## src/rtl/avalon_copy_master_pkg.sv

```systemverilog
`default_nettype none
// ============================================================================
// Module      : avalon_copy_master_pkg
// Description : Shared state encodings and defaults for the copy master.
// Revision    : 1.0 - initial release
// ============================================================================
package avalon_copy_master_pkg;

    localparam logic [1:0] c_st_idle  = 2'd0;
    localparam logic [1:0] c_st_run   = 2'd1;
    localparam logic [1:0] c_st_flush = 2'd2;

    localparam int c_addr_step_default = 4;

endpackage
`default_nettype wire

```

## src/rtl/avalon_copy_master_if.sv

```systemverilog
`default_nettype none
// ============================================================================
// Module      : avalon_copy_master_if
// Description : Request/response bus between the copy master and the bridge.
// Revision    : 1.0 - initial release
// ============================================================================
interface avalon_copy_master_if #(
    parameter int ADDR_WIDTH = 32,
    parameter int DATA_WIDTH = 32
);

    logic [ADDR_WIDTH-1:0] master_address;
    logic                  master_ready;
    logic [DATA_WIDTH-1:0] master_write_data;
    logic                  master_write_req;
    logic                  master_read_req;
    logic [DATA_WIDTH-1:0] master_read_data;
    logic                  master_read_data_valid;

    modport master (
        output master_address,
        output master_write_data,
        output master_write_req,
        output master_read_req,
        input  master_ready,
        input  master_read_data,
        input  master_read_data_valid
    );

    modport slave (
        input  master_address,
        input  master_write_data,
        input  master_write_req,
        input  master_read_req,
        output master_ready,
        output master_read_data,
        output master_read_data_valid
    );

endinterface
`default_nettype wire

```

## src/rtl/avalon_copy_master_fifo.sv

```systemverilog
`default_nettype none
// ============================================================================
// Module      : avalon_copy_fifo
// Description : Show-ahead synchronous FIFO buffering returned read data.
// Revision    : 1.0 - initial release
// ============================================================================
module avalon_copy_fifo #(
    parameter int DATA_WIDTH = 32,
    parameter int DEPTH      = 8
) (
    input  logic                    clk,
    input  logic                    rst_n,
    input  logic                    i_push,
    input  logic [DATA_WIDTH-1:0]   i_data,
    input  logic                    i_pop,
    output logic [DATA_WIDTH-1:0]   o_head,
    output logic [$clog2(DEPTH):0]  o_count,
    output logic                    o_empty
);

    localparam int                 c_ptr_w = $clog2(DEPTH);
    localparam logic [c_ptr_w:0]   c_full  = (c_ptr_w + 1)'(DEPTH);
    localparam logic [c_ptr_w-1:0] c_one   = c_ptr_w'(1);

    logic [DATA_WIDTH-1:0] r_mem [DEPTH];
    logic [c_ptr_w-1:0]    r_wr_ptr;
    logic [c_ptr_w-1:0]    r_rd_ptr;
    logic [c_ptr_w:0]      r_count;
    logic                  w_push;
    logic                  w_pop;

    assign w_pop  = i_pop && (r_count != '0);
    assign w_push = i_push && (r_count != c_full);

    always_ff @(posedge clk) begin
        if (w_push) begin
            r_mem[r_wr_ptr] <= i_data;
        end
    end

    always_ff @(posedge clk) begin
        if (!rst_n) begin
            r_wr_ptr <= '0;
            r_rd_ptr <= '0;
            r_count  <= '0;
        end else begin
            if (w_push) begin
                r_wr_ptr <= r_wr_ptr + c_one;
            end
            if (w_pop) begin
                r_rd_ptr <= r_rd_ptr + c_one;
            end
            case ({w_push, w_pop})
                2'b10:   r_count <= r_count + 1'b1;
                2'b01:   r_count <= r_count - 1'b1;
                default: r_count <= r_count;
            endcase
        end
    end

    assign o_head  = r_mem[r_rd_ptr];
    assign o_count = r_count;
    assign o_empty = (r_count == '0);

endmodule
`default_nettype wire

```

## src/rtl/avalon_copy_master.sv

```systemverilog
`default_nettype none
// ============================================================================
// Module      : avalon_copy_master
// Description : Copies LEN words from SRC to DST with pipelined reads.
// Revision    : 1.0 - initial release
// ============================================================================
module avalon_copy_master
    import avalon_copy_master_pkg::*;
#(
    parameter int ADDR_WIDTH = 32,
    parameter int DATA_WIDTH = 32,
    parameter int LEN_WIDTH  = 16,
    parameter int FIFO_DEPTH = 8,
    parameter int ADDR_STEP  = c_addr_step_default
) (
    input  logic                  clk,
    input  logic                  rst_n,
    input  logic                  start,
    input  logic [ADDR_WIDTH-1:0] src_addr,
    input  logic [ADDR_WIDTH-1:0] dst_addr,
    input  logic [LEN_WIDTH-1:0]  len,
    output logic                  busy,
    output logic                  done,
    avalon_copy_master_if.master  bus
);

    localparam int                    c_cnt_w = $clog2(FIFO_DEPTH) + 1;
    localparam logic [ADDR_WIDTH-1:0] c_step  = ADDR_WIDTH'(ADDR_STEP);
    localparam logic [c_cnt_w:0]      c_depth = (c_cnt_w + 1)'(FIFO_DEPTH);
    localparam logic [LEN_WIDTH-1:0]  c_len_one = LEN_WIDTH'(1);

    logic [1:0]            r_state;
    logic [1:0]            w_state_nxt;

    logic [ADDR_WIDTH-1:0] r_src_ptr;
    logic [ADDR_WIDTH-1:0] r_dst_ptr;
    logic [LEN_WIDTH-1:0]  r_rd_left;
    logic [LEN_WIDTH-1:0]  r_wr_left;
    logic [c_cnt_w-1:0]    r_outstanding;
    logic                  r_read_req;
    logic                  r_write_req;
    logic [ADDR_WIDTH-1:0] r_address;
    logic [DATA_WIDTH-1:0] r_write_data;

    logic [DATA_WIDTH-1:0] w_fifo_head;
    logic [c_cnt_w-1:0]    w_fifo_count;
    logic                  w_fifo_empty;
    logic                  w_fifo_push;
    logic                  w_fifo_pop;

    logic                  w_req_pending;
    logic                  w_accept;
    logic                  w_can_load;
    logic                  w_rd_valid;
    logic                  w_wr_avail;
    logic [c_cnt_w:0]      w_occupancy;
    logic                  w_credit;
    logic                  w_launch;
    logic                  w_last_write;
    logic                  w_load_write;
    logic                  w_load_read;
    logic                  w_bypass;
    logic                  w_issue_read;

    avalon_copy_fifo #(
        .DATA_WIDTH (DATA_WIDTH),
        .DEPTH      (FIFO_DEPTH)
    ) u_fifo (
        .clk     (clk),
        .rst_n   (rst_n),
        .i_push  (w_fifo_push),
        .i_data  (bus.master_read_data),
        .i_pop   (w_fifo_pop),
        .o_head  (w_fifo_head),
        .o_count (w_fifo_count),
        .o_empty (w_fifo_empty)
    );

    assign w_req_pending = r_read_req | r_write_req;
    assign w_accept      = w_req_pending & bus.master_ready;
    assign w_can_load    = !w_req_pending || bus.master_ready;
    // Strobes with nothing in flight are stray and must not touch the FIFO.
    assign w_rd_valid    = bus.master_read_data_valid && (r_outstanding != '0);
    assign w_wr_avail    = !w_fifo_empty || w_rd_valid;

    // Every word the engine is responsible for (in flight, buffered, or held
    // in the write register) is counted, so the FIFO can never overflow.
    assign w_occupancy = {1'b0, w_fifo_count} + {1'b0, r_outstanding}
                       + {{c_cnt_w{1'b0}}, r_write_req};
    assign w_credit    = (w_occupancy < c_depth);

    assign w_launch     = (r_state == c_st_idle) && start && (len != '0);
    assign w_last_write = r_write_req && bus.master_ready && (r_wr_left == '0);

    always_comb begin
        w_load_write = 1'b0;
        w_load_read  = 1'b0;
        w_bypass     = 1'b0;
        if ((r_state == c_st_run) && w_can_load) begin
            if (w_wr_avail && (r_wr_left != '0)) begin
                w_load_write = 1'b1;
                // Data arriving into an empty FIFO goes straight to the bus.
                w_bypass     = w_fifo_empty;
            end else if ((r_rd_left != '0) && w_credit) begin
                w_load_read  = 1'b1;
            end
        end
    end

    assign w_fifo_push  = w_rd_valid && !w_bypass;
    assign w_fifo_pop   = w_load_write && !w_bypass;
    assign w_issue_read = w_launch || w_load_read;

    // State register
    always_ff @(posedge clk) begin
        if (!rst_n) begin
            r_state <= c_st_idle;
        end else begin
            r_state <= w_state_nxt;
        end
    end

    // Next-state logic
    always_comb begin
        w_state_nxt = r_state;
        case (r_state)
            c_st_idle: begin
                if (start) begin
                    w_state_nxt = (len != '0) ? c_st_run : c_st_flush;
                end
            end
            c_st_run: begin
                if (w_last_write) begin
                    w_state_nxt = c_st_flush;
                end
            end
            c_st_flush: w_state_nxt = c_st_idle;
            default:    w_state_nxt = c_st_idle;
        endcase
    end

    // Status outputs
    always_comb begin
        busy = 1'b0;
        done = 1'b0;
        case (r_state)
            c_st_run:   busy = 1'b1;
            c_st_flush: done = 1'b1;
            default: begin
                busy = 1'b0;
                done = 1'b0;
            end
        endcase
    end

    // Pointers, counters and the request register. Pointers and remaining
    // counts advance when a request is loaded, so selection never needs
    // look-ahead values at the accepting edge.
    always_ff @(posedge clk) begin
        if (!rst_n) begin
            r_src_ptr     <= '0;
            r_dst_ptr     <= '0;
            r_rd_left     <= '0;
            r_wr_left     <= '0;
            r_outstanding <= '0;
            r_read_req    <= 1'b0;
            r_write_req   <= 1'b0;
            r_address     <= '0;
            r_write_data  <= '0;
        end else begin
            case ({w_issue_read, w_rd_valid})
                2'b10:   r_outstanding <= r_outstanding + 1'b1;
                2'b01:   r_outstanding <= r_outstanding - 1'b1;
                default: r_outstanding <= r_outstanding;
            endcase

            if (w_launch) begin
                r_read_req  <= 1'b1;
                r_write_req <= 1'b0;
                r_address   <= src_addr;
                r_src_ptr   <= src_addr + c_step;
                r_dst_ptr   <= dst_addr;
                r_rd_left   <= len - c_len_one;
                r_wr_left   <= len;
            end else if (w_load_write) begin
                r_read_req   <= 1'b0;
                r_write_req  <= 1'b1;
                r_address    <= r_dst_ptr;
                r_write_data <= w_bypass ? bus.master_read_data : w_fifo_head;
                r_dst_ptr    <= r_dst_ptr + c_step;
                r_wr_left    <= r_wr_left - c_len_one;
            end else if (w_load_read) begin
                r_read_req  <= 1'b1;
                r_write_req <= 1'b0;
                r_address   <= r_src_ptr;
                r_src_ptr   <= r_src_ptr + c_step;
                r_rd_left   <= r_rd_left - c_len_one;
            end else if (w_accept) begin
                r_read_req  <= 1'b0;
                r_write_req <= 1'b0;
            end
        end
    end

    assign bus.master_read_req   = r_read_req;
    assign bus.master_write_req  = r_write_req;
    assign bus.master_address    = r_address;
    assign bus.master_write_data = r_write_data;

endmodule
`default_nettype wire

```

## src/flat_wrapper.sv

```systemverilog
// flat-port wrapper written by rule: the top's interface ports become plain ports
module avalon_copy_master_flat import avalon_copy_master_pkg::*;
#(
    parameter int ADDR_WIDTH = 32,
    parameter int DATA_WIDTH = 32,
    parameter int LEN_WIDTH  = 16,
    parameter int FIFO_DEPTH = 8,
    parameter int ADDR_STEP  = c_addr_step_default
)
  (clk, rst_n, start, src_addr, dst_addr, len, busy, done, bus_master_address, bus_master_write_data, bus_master_write_req, bus_master_read_req, bus_master_ready, bus_master_read_data, bus_master_read_data_valid);
  avalon_copy_master_if #(.ADDR_WIDTH(ADDR_WIDTH), .DATA_WIDTH(DATA_WIDTH)) bus_i ();
  input  logic clk;
  input  logic rst_n;
  input  logic start;
  input  logic [ADDR_WIDTH-1:0] src_addr;
  input  logic [ADDR_WIDTH-1:0] dst_addr;
  input  logic [LEN_WIDTH-1:0] len;
  output logic busy;
  output logic done;
  output wire logic [$bits(bus_i.master_address)-1:0] bus_master_address;
  output wire logic [$bits(bus_i.master_write_data)-1:0] bus_master_write_data;
  output wire logic [$bits(bus_i.master_write_req)-1:0] bus_master_write_req;
  output wire logic [$bits(bus_i.master_read_req)-1:0] bus_master_read_req;
  input wire logic [$bits(bus_i.master_ready)-1:0] bus_master_ready;
  input wire logic [$bits(bus_i.master_read_data)-1:0] bus_master_read_data;
  input wire logic [$bits(bus_i.master_read_data_valid)-1:0] bus_master_read_data_valid;
  assign bus_master_address = bus_i.master_address;
  assign bus_master_write_data = bus_i.master_write_data;
  assign bus_master_write_req = bus_i.master_write_req;
  assign bus_master_read_req = bus_i.master_read_req;
  assign bus_i.master_ready = bus_master_ready;
  assign bus_i.master_read_data = bus_master_read_data;
  assign bus_i.master_read_data_valid = bus_master_read_data_valid;
  avalon_copy_master #(.ADDR_WIDTH(ADDR_WIDTH), .DATA_WIDTH(DATA_WIDTH), .LEN_WIDTH(LEN_WIDTH), .FIFO_DEPTH(FIFO_DEPTH), .ADDR_STEP(ADDR_STEP)) u_core (.clk(clk), .rst_n(rst_n), .start(start), .src_addr(src_addr), .dst_addr(dst_addr), .len(len), .busy(busy), .done(done), .bus(bus_i));
endmodule
```

## config.mk

```make
export PLATFORM = sky130hd
export DESIGN_NAME = avalon_copy_master_flat
export DESIGN_NICKNAME = d
export VERILOG_FILES = /design/src/rtl/avalon_copy_master_pkg.sv /design/src/rtl/avalon_copy_master_if.sv /design/src/rtl/avalon_copy_master_fifo.sv /design/src/rtl/avalon_copy_master.sv /design/src/flat_wrapper.sv
export SDC_FILE = /design/constraint.sdc
export NUM_CORES = 1
export LEC_CHECK = 0
export ABC_AREA = 1
export BUFFER_PORTS_ARGS = -buffer_cell sky130_fd_sc_hd__buf_2
export CORE_UTILIZATION = 50
export DETAILED_ROUTE_END_ITERATION = 12
export GPL_TIMING_DRIVEN = 0
export PLACE_DENSITY = 0.72
export SLEW_MARGIN = 20
export SYNTH_ARGS = -nofsm -noshare
export SYNTH_HDL_FRONTEND = slang
export SYNTH_SLANG_ARGS = --single-unit
```

## constraint.sdc

```tcl
create_clock -name clk -period 4.2 [get_ports clk]
set_input_delay 0.42 -clock clk [delete_from_list [all_inputs] [get_ports clk]]
set_output_delay 0.42 -clock clk [all_outputs]
set_load 0.01 [all_outputs]
```

==> flow_summary.ini <==
[status]
status = finished clean

[cells_and_area]
multi_input_area_um2 = 7620
final_core_util_pct = 59.1
seqCellArea_um2 = 11300
drive_above_1_share_pct = 15.5
synthToLayoutAreaGrowth_pct = 16.8
nFillCells = 3448
num-nets-final = 2604
fin_cells = 3035

[hold_path]
min_to = u_core.u_fifo.r_mem[1][15]$_DFFE_PP_
hp-class = input port to flip-flop
min_from = bus_master_read_data[15]
whs_path_depth = 1

[critical_path]
crit_arrival_ns = 4.31
rr_endpoint = u_core.r_outstanding[3]$_SDFFE_PN0P_
path_max_fanout = 10
crit-reg2reg-launch = u_core.r_wr_left[0]$_SDFFE_PN0P_
cp-end-kind = flip-flop
start_kind = flip-flop
reg2reg_slack_ns = 0.37
path_class = flip-flop to flip-flop
cp.required_ns = 4.68
r2r_cells = 22

[sta]
setup_violations = 0
fmax_ghz = 0.261
setup_slack_ns = 0.365
maxSlewViolCount = 0
tns_ns = 0
worst_slew_pin_slew_ns = 0.929
relSlewSlack_pct = 38.1
min_period_ns = 3.83
rsz0062_at_grt = false
hold_viol_final = 0
finClkSkew_ns = 0.0204
fin_crit_sh_pct = 91.3

[power]
p_leak_uw = 0.00931
total_power_uw = 13300
power_density_nw_per_um2 = 567
ir_worst_vdd_uv = 304

[synth]
synth_cell_types = 49
avgSynthCellArea_um2 = 9.02
async_flop_share_pct = 0
synth_area_um2 = 20100
synth_area_leader_cell = edfxtp_1
yosysWarningCount = 0
ys_seq_area_share_pct = 56.3
ys_seq_elements = 437
synthCells = 2229
yosysTopAreaCellShare_pct = 38.2
synth_nets = 2364
synth_edf_count = 256
synth_area_leaders = edfxtp_1, dfxtp_1, nand2_1
synthFlopType = edfxtp_1

[global_route]
antenna_found_initial = 1
track_usage_pct = 30.8
grt_pass1_vias = 16643
grt_pass1_wl_um = 96100
grt_max_degree = 22
grt-ovfl-total = 0

[floorplanning]
fp.coreArea_um2 = 39700
num_rows = 73
io_pins = 185
die_h_um = 203
start_util_pct = 50.6
die_x_um = 203
die_area_um2 = 41000

[route]
postRouteAntennaNets = 0
drt-pass1-iter-count = 7
drt_iter0_markers = 2123
avgViaCountPerCell = 5.79
wl_um = 63900
vias = 17574
post_drt_wl_per_cell_um = 21.1
post-route-drc-count = 0

[placement]
port_buffers = 183
hpwlAfterDp_um = 45300
gp_congestion = 0.938
dpl.cell_count = 2945
place_ws_ns = 0.428

[flow_run]
drv_cap = 0

[cts]
cts_buffers = 47
cts_resized = 0
clock_latency_ns = 0.60
cts-hold-fix-buffers = 0
cts-root-buf = clkbuf_16
clock_sinks = 437
htreeDepth = 2
cts_tree = done
clk_transition_reported_paths_ns = 0.06
cts_setup_buffers = 0
clockBufferDepth = 3
-- how the worst max path moves through the flow --
stage	slack, ns	from	endpoint	cells after the start
floorplan	0.62	u_core.r_wr_left[0]$_SDFFE_PN0P_	u_core.u_fifo.r_mem[1][0]$_DFFE_PP_	15
global route	0.02	u_core.r_wr_left[0]$_SDFFE_PN0P_	u_core.r_outstanding[3]$_SDFFE_PN0P_	22
CTS	0.39	u_core.r_wr_left[0]$_SDFFE_PN0P_	u_core.r_outstanding[3]$_SDFFE_PN0P_	22
finish	0.37	u_core.r_wr_left[0]$_SDFFE_PN0P_	u_core.r_outstanding[3]$_SDFFE_PN0P_	22
detailed placement	0.43	u_core.r_wr_left[0]$_SDFFE_PN0P_	u_core.r_outstanding[3]$_SDFFE_PN0P_	22
global placement	-1.08	u_core.r_wr_left[0]$_SDFFE_PN0P_	u_core.u_fifo.r_mem[7][10]$_DFFE_PP_	15
-- sequential cells by signal, indices dropped and copies added, names as in the netlist, named ones only --
signal                        cells
u_core.u_fifo.r_mem             256
u_core.bus.master_address        32
u_core.bus.master_write_data     32
u_core.r_dst_ptr                 32
u_core.r_src_ptr                 32
u_core.r_rd_left                 16
u_core.r_wr_left                 16
u_core.r_outstanding              4
u_core.u_fifo.o_count             4
u_core.u_fifo.r_rd_ptr            3
u_core.u_fifo.r_wr_ptr            3
u_core.r_state                    2
u_core.bus.master_read_req        1
u_core.bus.master_write_req       1
-- synthesized netlist by cell type, types with 5 or more instances --
cell type / instances
nand3_1: 116
nor4_1: 10
inv_1: 156
o22ai_1: 18
buf_4: 6
clkbuf_1: 68
a21oi_1: 189
a221o_1: 32
ha_1: 16
nand2_2: 24
buf_1: 8
buf_6: 6
o211ai_1: 12
o21ai_0: 222
buf_2: 37
dfxtp_1: 181
o221ai_1: 18
nand2_1: 462
o21ai_1: 12
nor3_1: 11
nand4_1: 11
xnor2_1: 12
nor2_2: 22
xor2_1: 38
inv_2: 5
edfxtp_1: 256
nor2_1: 209
or2_2: 7
a31oi_1: 30
-- critical path: stages, from the launching register on --
cell and delay, ns:
dfxtp_1 0.31, inv_1 0.11, ha_1 0.21, nand2_1 0.13, nor3_4 0.18, nand2_1 0.07, nor2_1 0.16, nand3_1 0.21
nand2_1 0.17, nand4_2 0.17, nand2_1 0.17, inv_2 0.12, buf_2 0.26, ha_1 0.27, ha_1 0.33, nand2_1 0.08
nor2_1 0.04, a211oi_1 0.23, nor2_1 0.07, nor2_1 0.10, nand2_1 0.08, o21ai_0 0.18, a21oi_1 0.07
-- cell usage in the layout (no fill, tap or decap), types with 8 or more instances in the layout --
cell	count
o211ai_1	12
a221o_1	32
xnor2_1	12
a31oi_1	30
nand3_1	116
xor2_1	38
o22ai_1	18
nor2_4	10
nor2_2	22
o21ai_1	12
nor3_1	11
nand4_1	11
buf_1	8
a21oi_1	189
nor2_1	201
o21ai_0	222
inv_1	156
o221ai_1	18
clkbuf_1	86
buf_2	220
ha_1	16
edfxtp_1	256
nand2_2	24
nor4_1	10
clkbuf_16	48
dfxtp_1	181
nand2_1	462
-- power breakdown --
group / internal (uW) / switching, uW
registers: 5130 / 351
logic: 1190 / 2510
clock network: 2380 / 1750
total: 8700 / 4600
-- cell type report --
| cell class | count | share of cell area, % |
|---|---|---|
| Antenna cell | 2 | 0.0213 |
| Clock buffer | 73 | 5.82 |
| Timing Repair Buffer | 191 | 4.74 |
| Sequential cell | 437 | 48.2 |
| Inverter | 162 | 2.60 |
| Multi-Input combinational cell | 1503 | 32.5 |
| Clock inverter | 15 | 0.730 |
| Tap cell | 525 | 2.80 |
| Buffer | 127 | 2.63 |
-- logic make-up after synthesis --
group	Yosys count	synth area share, %
adders and majority gates	18	1.20
and+or+nand+nor	890	18.9
DFF	437	56.3
xor gates and xnor gates	50	2.18
AOI/OAI and AO/OA	545	15.4
buffers and inverters	289	6.11
-- per-layer routing --
metal	up-vias	share of wire [%]	GRT usage (%)
li1	8167	-	-
met1	8333	40	41.0
met2	915	47	50.0
met3	159	9.0	4.77
met4	0	3.9	13.5
met5	-	0	0
-- stage by stage --
| step | instance area (um2) | hold slack (ns) |
|---|---|---|
| floorplan | 20100 | 0.426 |
| detailed placement | 21900 | 0.445 |
| CTS | 23500 | 0.0748 |
| global route | 23500 | 0.0950 |
| global placement | 21700 | 0.437 |
| finish | 23500 | 0.0933 |
(Power assumes the default switching activity.)
